==> src/rtl/imem_loader_if.sv <==
// Byte-stream input and word-write output of the boot loader.
// master: the loader side; slave: byte source plus memory array side.
interface imem_loader_if;
  logic        byte_valid;
  logic [7:0]  byte_data;
  logic        byte_ready;
  logic        mem_we;
  logic [31:0] mem_addr;
  logic [31:0] mem_wdata;

  modport master (
    input  byte_valid,
    input  byte_data,
    output byte_ready,
    output mem_we,
    output mem_addr,
    output mem_wdata
  );

  modport slave (
    output byte_valid,
    output byte_data,
    input  byte_ready,
    input  mem_we,
    input  mem_addr,
    input  mem_wdata
  );
endinterface

==> src/rtl/imem_loader.sv <==
// Boot-time program loader: parses LEN_LO, LEN_HI, N*4 payload bytes, CSUM
// from a byte stream and writes little-endian 32-bit words to instruction
// memory, holding the CPU in reset while the load is in progress.
module imem_loader #(
  parameter int unsigned WORDS = 4096
) (
  input  logic          clk,
  input  logic          rst,
  input  logic          start,
  imem_loader_if.master bus,
  output logic          busy,
  output logic          cpu_hold,
  output logic          done,
  output logic          error
);

  // Word index must be able to represent WORDS itself (end-of-frame compare).
  localparam int unsigned IDX_W = $clog2(WORDS + 1);

  typedef enum logic [2:0] {
    IDLE, LEN0, LEN1, DATA, WRITE, CSUM, DONE, ERR
  } state_t;

  state_t           state_q, state_d;
  logic [7:0]       len_lo_q, len_lo_d;
  logic [15:0]      len_q, len_d;
  logic [IDX_W-1:0] word_idx_q, word_idx_d;
  logic [1:0]       byte_idx_q, byte_idx_d;
  logic [7:0]       sum_q, sum_d;
  logic [31:0]      buf_q, buf_d;
  logic             mem_we_q, mem_we_d;
  logic [31:0]      mem_addr_q, mem_addr_d;
  logic [31:0]      mem_wdata_q, mem_wdata_d;
  logic             busy_q, busy_d;
  logic             done_q, done_d;
  logic             error_q, error_d;

  logic             byte_ready;
  logic             xfer;
  logic [15:0]      len_full;
  logic [IDX_W-1:0] word_next;
  logic             start_ok;

  // Ready depends on state only, so the source sees it without a loop.
  always_comb begin
    byte_ready = 1'b0;
    case (state_q)
      LEN0, LEN1, DATA, CSUM: byte_ready = 1'b1;
      default:                byte_ready = 1'b0;
    endcase
  end

  assign xfer      = bus.byte_valid && byte_ready;
  assign len_full  = {bus.byte_data, len_lo_q};
  assign word_next = word_idx_q + 1'b1;
  assign start_ok  = start && ((state_q == IDLE) || (state_q == DONE) || (state_q == ERR));

  // Next-state and datapath update; every register holds unless its state acts.
  always_comb begin
    state_d     = state_q;
    len_lo_d    = len_lo_q;
    len_d       = len_q;
    word_idx_d  = word_idx_q;
    byte_idx_d  = byte_idx_q;
    sum_d       = sum_q;
    buf_d       = buf_q;
    mem_we_d    = 1'b0;
    mem_addr_d  = mem_addr_q;
    mem_wdata_d = mem_wdata_q;
    busy_d      = busy_q;
    done_d      = done_q;
    error_d     = error_q;

    case (state_q)
      IDLE, DONE, ERR: begin
        if (start_ok) begin
          state_d    = LEN0;
          word_idx_d = '0;
          byte_idx_d = '0;
          sum_d      = '0;
          busy_d     = 1'b1;
          done_d     = 1'b0;
          error_d    = 1'b0;
        end
      end
      LEN0: begin
        if (xfer) begin
          len_lo_d = bus.byte_data;
          state_d  = LEN1;
        end
      end
      LEN1: begin
        if (xfer) begin
          len_d = len_full;
          if (32'(len_full) > WORDS) begin
            state_d = ERR;
            busy_d  = 1'b0;
            error_d = 1'b1;
          end else if (len_full == 16'd0) begin
            state_d = CSUM;
          end else begin
            state_d = DATA;
          end
        end
      end
      DATA: begin
        if (xfer) begin
          buf_d[8*byte_idx_q +: 8] = bus.byte_data;
          sum_d      = sum_q + bus.byte_data;
          byte_idx_d = byte_idx_q + 1'b1;
          if (byte_idx_q == 2'd3) begin
            // Write port is loaded on entry to WRITE so it stays stable elsewhere.
            state_d     = WRITE;
            mem_we_d    = 1'b1;
            mem_addr_d  = 32'(word_idx_q) << 2;
            mem_wdata_d = buf_d;
          end
        end
      end
      WRITE: begin
        word_idx_d = word_next;
        byte_idx_d = '0;
        if (32'(word_next) == 32'(len_q)) state_d = CSUM;
        else                              state_d = DATA;
      end
      CSUM: begin
        if (xfer) begin
          busy_d = 1'b0;
          if (bus.byte_data == sum_q) begin
            state_d = DONE;
            done_d  = 1'b1;
          end else begin
            state_d = ERR;
            error_d = 1'b1;
          end
        end
      end
      default: state_d = IDLE;
    endcase
  end

  // State and output registers with synchronous reset.
  always_ff @(posedge clk) begin
    if (rst) begin
      state_q     <= IDLE;
      len_lo_q    <= '0;
      len_q       <= '0;
      word_idx_q  <= '0;
      byte_idx_q  <= '0;
      sum_q       <= '0;
      buf_q       <= '0;
      mem_we_q    <= 1'b0;
      mem_addr_q  <= '0;
      mem_wdata_q <= '0;
      busy_q      <= 1'b0;
      done_q      <= 1'b0;
      error_q     <= 1'b0;
    end else begin
      state_q     <= state_d;
      len_lo_q    <= len_lo_d;
      len_q       <= len_d;
      word_idx_q  <= word_idx_d;
      byte_idx_q  <= byte_idx_d;
      sum_q       <= sum_d;
      buf_q       <= buf_d;
      mem_we_q    <= mem_we_d;
      mem_addr_q  <= mem_addr_d;
      mem_wdata_q <= mem_wdata_d;
      busy_q      <= busy_d;
      done_q      <= done_d;
      error_q     <= error_d;
    end
  end

  assign bus.byte_ready = byte_ready;
  assign bus.mem_we     = mem_we_q;
  assign bus.mem_addr   = mem_addr_q;
  assign bus.mem_wdata  = mem_wdata_q;
  assign busy           = busy_q;
  assign cpu_hold       = busy_q;
  assign done           = done_q;
  assign error          = error_q;

endmodule

==> src/flat_wrapper.sv <==
// flat-port wrapper written by rule: the top's interface ports become plain ports
module imem_loader_flat 
#(
  parameter int unsigned WORDS = 4096
)
  (clk, rst, start, busy, cpu_hold, done, error, bus_byte_valid, bus_byte_data, bus_byte_ready, bus_mem_we, bus_mem_addr, bus_mem_wdata);
  imem_loader_if bus_i ();
  input  logic clk;
  input  logic rst;
  input  logic start;
  output logic busy;
  output logic cpu_hold;
  output logic done;
  output logic error;
  input wire logic [$bits(bus_i.byte_valid)-1:0] bus_byte_valid;
  input wire logic [$bits(bus_i.byte_data)-1:0] bus_byte_data;
  output wire logic [$bits(bus_i.byte_ready)-1:0] bus_byte_ready;
  output wire logic [$bits(bus_i.mem_we)-1:0] bus_mem_we;
  output wire logic [$bits(bus_i.mem_addr)-1:0] bus_mem_addr;
  output wire logic [$bits(bus_i.mem_wdata)-1:0] bus_mem_wdata;
  assign bus_i.byte_valid = bus_byte_valid;
  assign bus_i.byte_data = bus_byte_data;
  assign bus_byte_ready = bus_i.byte_ready;
  assign bus_mem_we = bus_i.mem_we;
  assign bus_mem_addr = bus_i.mem_addr;
  assign bus_mem_wdata = bus_i.mem_wdata;
  imem_loader #(.WORDS(WORDS)) u_core (.clk(clk), .rst(rst), .start(start), .bus(bus_i), .busy(busy), .cpu_hold(cpu_hold), .done(done), .error(error));
endmodule
==> config.mk <==
export PLATFORM = sky130hd
export DESIGN_NAME = imem_loader_flat
export DESIGN_NICKNAME = d
export VERILOG_FILES = /design/src/rtl/imem_loader_if.sv /design/src/rtl/imem_loader.sv /design/src/flat_wrapper.sv
export SDC_FILE = /design/constraint.sdc
export NUM_CORES = 1
export LEC_CHECK = 0
export BUFFER_PORTS_ARGS = -buffer_cell sky130_fd_sc_hd__buf_4
export CAP_MARGIN = 20
export CELL_PAD_IN_SITES_DETAIL_PLACEMENT = 1
export CELL_PAD_IN_SITES_GLOBAL_PLACEMENT = 1
export CORE_AREA = 2 2 120 122
export DETAILED_ROUTE_END_ITERATION = 10
export DIE_AREA = 0 0 122 124
export PLACE_DENSITY = 0.91
export SLEW_MARGIN = 0
export SYNTH_ARGS = -nofsm -noshare
export SYNTH_HDL_FRONTEND = slang
export SYNTH_SLANG_ARGS = --single-unit
==> constraint.sdc <==
create_clock -name clk -period 3.8 [get_ports clk]
set_input_delay 0.57 -clock clk [delete_from_list [all_inputs] [get_ports clk]]
set_output_delay 0.57 -clock clk [all_outputs]
set_load 0.03 [all_outputs]
Word level (Yosys, flattened, before mapping)
Index checks and enable logic that the tools add are counted.
{ "totals": {"latchBits": 0, "ram_bits": 0, "output_inout_bits": 70, "ff_bits": 131, "mem_bits_ro": 0, "n_memories": 0, "elab_cells": 102, "inputBits": 12} }
{ "classes": {"n_eq_ne": 19, "mul": 0, "muxes": 36, "reduce_logical": 25, "div_mod_pow": 0, "n_bitwise": 2, "shift": 2, "n_addsub": 4, "magnitude_cmp": 1} }
{ "ops": {"columns": ["op", "count"], "rows": [
  ["negation 5 -> 34 bit", 1],
  ["variable shift 8 x 34 -> 32 bit, first input constant", 1],
  ["indexed part select 8 x 34 -> 32 bit", 1],
  ["bitwise mux 32 bit", 1],
  ["two-way mux 3 bit", 9],
  ["one-hot mux 13 bit (2 select lines)", 1],
  ["one-hot mux 3 bit (6 select lines)", 1],
  ["equality test 13 x 16 -> 1 bit", 1],
  ["> comparator 16 x 13 -> 1 bit, second input constant", 1],
  ["logical NOT 16 bit", 1],
  ["two-way mux 8 bit", 2],
  ["inequality test 2 x 1 -> 1 bit, second input constant", 8],
  ["one-hot mux 8 bit (2 select lines)", 1],
  ["two-way mux 1 bit", 14],
  ["adder 13 x 1 -> 13 bit, second input constant", 1],
  ["two-way mux 13 bit", 1],
  ["equality test 3 bit, second input constant", 4],
  ["AND reduction 6 bit", 2],
  ["AND reduction 3 bit", 3],
  ["adder 8 bit", 1],
  ["equality test 8 bit", 1],
  ["AND reduction 2 bit", 4],
  ["equality test 3 x 2 -> 1 bit, second input constant", 2],
  ["one-hot mux 1 bit (3 select lines)", 2],
  ["17 further kinds", 25]
]} }

Depth between registers and ports, before layout
{ "depth": {"ltp_word": 6, "ltp_mapped": 8} }

Least setup slack after synthesis
OpenSTA, ideal clock, no wires.
{ "synth_path": {"path_type": "register to register", "startpoint": "register u_core.word_idx_q[1]", "endpoint": "register u_core.state_q[2]", "t_arrival_ps": 2054, "path_slack_ps": 1662, "setup_ps": 84, "path_stages_with_launch": 8, "required_time_ps": 3716, "n_path_buf": 0, "synth_period_minus_slack_ps": 2138, "cell_sequence": "dfxtp_1 > ha_1 > and3_1 > nand4_1 > xnor2_1 > or4_1 > o31a_1 > o31ai_2"} }
{ "synth_between": {"elab_chain_cells": 4} }
{ "synth_lines": {"columns": ["element", "line_no", "text"], "rows": [
  ["from (decl)", "imem_loader.sv:27", "logic [IDX_W-1:0] word_idx_q, word_idx_d;"],
  ["from (signal assigned)", "imem_loader.sv:162", "word_idx_q <= word_idx_d;"],
  ["adder 13 x 1 -> 13 bit", "imem_loader.sv:55", "assign word_next = word_idx_q + 1'b1;"],
  ["equality test 13 x 16 -> 1 bit", "imem_loader.sv:123", "if (32'(word_next) == 32'(len_q)) state_d = CSUM;"],
  ["two-way mux 3 bit", "imem_loader.sv:123", null],
  ["one-hot mux 3 bit (6 select lines)", "imem_loader.sv:74", "case (state_q)"],
  ["to (signal assigned)", "imem_loader.sv:159", "state_q <= state_d;"],
  ["to (decl)", "imem_loader.sv:24", "state_t state_q, state_d;"]
]} }
Every way passes these cells.
A chain may end at the register's enable or synchronous reset.

Worst setup path after layout
{ "layout_path": {"startpoint": "register u_core.state_q[1]", "endpoint": "register u_core.buf_q[13]"} }
{ "layout_between": {"elab_chain_cells": 5, "elab_cells_between_ends": 8} }
{ "layout_lines": {"columns": ["element", "line_no", "text"], "rows": [
  ["equality test 3 x 1 -> 1 bit (tied with other cells)", "imem_loader.sv:47", "case (state_q)"],
  ["OR reduction 4 bit", "imem_loader.sv:47", null],
  ["two-way mux 1 bit", "imem_loader.sv:47", null],
  ["logical AND 1 bit", "imem_loader.sv:53", "assign xfer = bus.byte_valid && byte_ready;"],
  ["AND reduction 2 bit (no source line) (*)", null, null],
  ["to (signal assigned)", "imem_loader.sv:165", "buf_q <= buf_d;"],
  ["to (decl)", "imem_loader.sv:30", "logic [31:0] buf_q, buf_d;"]
]} }
Every way passes the cells marked *; elsewhere a longest branch is shown, timed or not.

==> summary.txt <==
Run status
  • Outcome: finished clean

Worst setup path
  • Worst Setup Path Type: reg -> reg
  • Arrival @ worst endpoint: 3.03 ns
  • CP Max Fanout: 40
  • Data required time at the worst endpoint: 4.12 ns
  • Worst r2r src: u_core.state_q[1]
  • CP max stage delay: 0.71 ns
  • CP max stage cell: dfxtp_1
  • R2r worst-path depth: 5
  • CP Capture Type: flop
  • FF-to-FF End: u_core.buf_q[13]
  • Startpoint Class: flop
  • Worst path cell trace: and3_1 -> and2_2 -> buf_4 -> nor2_1 -> a211oi_1
  • FF-to-FF setup slack: 1.09 ns

Worst hold path
  • Hold Path Class: reg -> reg
  • Min-delay src: u_core.bus.mem_addr[2]
  • Hold path cells: 2
  • Hold EP: u_core.bus.mem_addr[2]

STA
  • Setup TNS Final: 0 ns
  • Slew HR: 29.2%
  • Slew of the pin with the lowest slew margin: 1.05 ns
  • Fmax: 0.368 GHz
  • Final Hold Viols: 0
  • Final setup fails: 0
  • Worst Clk Skew: 0.00755 ns
  • Count of final max-slew check failures: 0
  • RSZ-0062 raised after global routing: no
  • Final worst slack: 1.09 ns
  • Fin crit period: 2.71 ns
  • Fin crit share: 71.4%

Route
  • Final wirelength: 19600 um
  • Routed Antenna Nets: 0
  • Vias: 5867
  • 1st-iter DRT viols: 447
  • Avg WL per Cell: 19.6 um
  • First drt pass iteration count: 4
  • Remaining DRCs: 0
  • Drt via density: 5.88

Placed design
  • Detailed Place HPWL: 12500 um
  • DP Worst Slack: 1.24 ns
  • Placed cell count: 967
  • Final RePlAce weighted congestion: 0.933
  • Buffers added on ports: 62

Floorplanning
  • Num rows: 43
  • Die width: 122 um
  • IO Pins: 82
  • Starting density of the core: 46.4%
  • Die area: 15100 sq um
  • Die Span Y: 124 um
  • Core Box Area: 13700 sq um

Clock tree
  • CTS resizes: 0
  • Clk sinks: 131
  • Clk root buf: clkbuf_16
  • Clk slew on worst S/H paths: 0.06 ns
  • CTS tree: built
  • Clk buf depth: 2
  • Hold_buf cts: 0
  • CTS buffer count: 17
  • Clock latency on the worst-skew pair: 0.43 ns
  • Htree depth: 4
  • Setup Buffers After CTS: 0

Power and ir drop
  • Pwr Density: 557 nW/um^2
  • Peak supply drop: 0.433 mV
  • Pleak: 2.66 nW

Global route
  • GRT Overall Usage: 26.9%
  • Largest net degree at the start of global routing: 94
  • Vias in the first global route: 6155
  • First-pass GRT wire length: 31500 um
  • Initial antenna violation count: 0
  • GR Overflow Total: 0

Synth
  • Seq/Total Area, Yosys: 41.2%
  • Yosys top cell area share: 41.2%
  • Mean area per synthesized cell: 8.19 sq um
  • Synth warn: 0
  • Synth top area cells: dfxtp_1, a211oi_1, a21oi_1, nor2_1, nand2_1
  • Distinct cells, synth: 61
  • Post-Syn Instances: 778
  • List of most frequent post-synthesis cells: dfxtp_1, nor2_1, a21oi_1, nand2_1, a211oi_1
  • FF+latch count, synth: 131
  • Area leader, netlist: dfxtp_1
  • Async S/R FF share, synth: 0%
  • Mapped Area: 6370 sq um
  • Primary FF master, synth: dfxtp_1
  • Post-synth EDFFs: 0
  • Most frequent cell after synthesis: dfxtp_1

Layout
  • Antenna cells: 0
  • Fillers: 1651
  • Layout cells sized above 1: 13.2%
  • Area grow syn2layout: 15.3%
  • Fin cells: 997
  • Layout Nets: 833
  • Util after Layout: 53.5%

Flow run
  • Max-cap viol count: 0
==> flip-flops by register name, summed over array words and instances (netlist names), 3 cells and up <==
signal / cells
u_core.state_q: 3
u_core.word_idx_q: 13
u_core.bus.mem_addr: 13
u_core.sum_q: 8
u_core.bus.mem_wdata: 32
u_core.len_lo_q: 8
u_core.buf_q: 32
u_core.len_q: 16
==> how the worst max path moves through the flow <==
stage | start | end | slack, ns | cells past startpoint
global route | u_core.state_q[1] | u_core.buf_q[13] | 0.87 | 5
detailed placement | u_core.byte_idx_q[0] | u_core.buf_q[8] | 1.24 | 6
finish | u_core.state_q[1] | u_core.buf_q[13] | 1.09 | 5
floorplan | u_core.word_idx_q[1] | u_core.state_q[2] | 1.66 | 7
CTS | u_core.state_q[1] | u_core.buf_q[13] | 1.13 | 5
global placement | bus_byte_data[0] | u_core.error | 1.38 | 7
==> cell usage in the layout, fill, tap and decap left out, types with 3 or more instances in the layout <==
master     Yosys  layout
a22oi_1        3       3
or3_1          4       4
xor2_1         7       7
nor4b_1        3       3
dfxtp_1      131     131
xnor2_1       11      11
nand4_1        4       4
or4_1          4       4
nand2b_1       3       3
ha_1          14      14
nor3_1        14      14
a21oi_1       89      89
and2_1         4       3
a31oi_1        4       4
bufinv_16      0       4
mux2i_1       10      10
nor2_1       115     115
o21ai_0       18      18
nor2b_1       37      37
clkbuf_16      0      17
nor4_1         7       7
nand3_1       14      14
inv_1          8       8
buf_4         23      67
nand2_1       84      84
nand4b_1       3       3
a211oi_1      67      67
conb_1         1      19
and3_1         5       4
==> report_power, final <==
part           internal [mW]  switching, mW
logic                  0.252          0.544
registers               1.46         0.0987
clock network           1.12          0.611
total                   2.83           1.25
==> cell families (layout without fill, tap and decap cells) <==
family / count (synthesis) / count (layout) / share of synthesized area, %
simple gates: 312 / 312 / 23.1
compound gates: 204 / 204 / 20.5
flops: 131 / 131 / 41.2
buf+inv: 85 / 106 / 7.72
xor+xnor: 19 / 19 / 2.73
fa+ha+maj: 15 / 15 / 3.06
mux: 11 / 11 / 1.75
other cells: 1 / 19 / 0.0589
==> critical path: cells and delay by family, from the launching register on <==
family / cells / cell delay, ns
DFF: 1 / 0.71
buffers and inverters: 1 / 0.47
AOI/OAI and AO/OA: 1 / 0.33
and+or+nand+nor: 3 / 1.06
==> area by class of cell <==
cell class	count	area, sq um	share of cell area [%]
clock inverter	9	155	2.11
timing repair buffer	68	523	7.12
clock buffer	21	460	6.27
tap	180	225	3.07
inverter	8	30.0	0.409
multi-input combinational	580	3330	45.3
sequential	131	2620	35.7
==> layer usage <==
metal	up-vias	wire (um)	global-route usage [%]
met5	-	0	0
met4	0	626	15.9
met3	58	975	5.40
met2	183	10200	47.1
met1	2874	7720	30.4
li1	2752	-	-
==> stage by stage <==
step / hold slack [ns] / total power [mW] / cell area, sq um
2_1_floorplan: 0.436 / 2.14 / 6440
3_3_place_gp: 0.443 / 2.29 / 6730
3_5_place_dp: 0.450 / 2.34 / 6730
4_1_cts: 0.448 / 4.09 / 7340
5_1_grt: 0.473 / 4.24 / 7340
6_report: 0.454 / 4.09 / 7340
(Power assumes the default switching activity.)
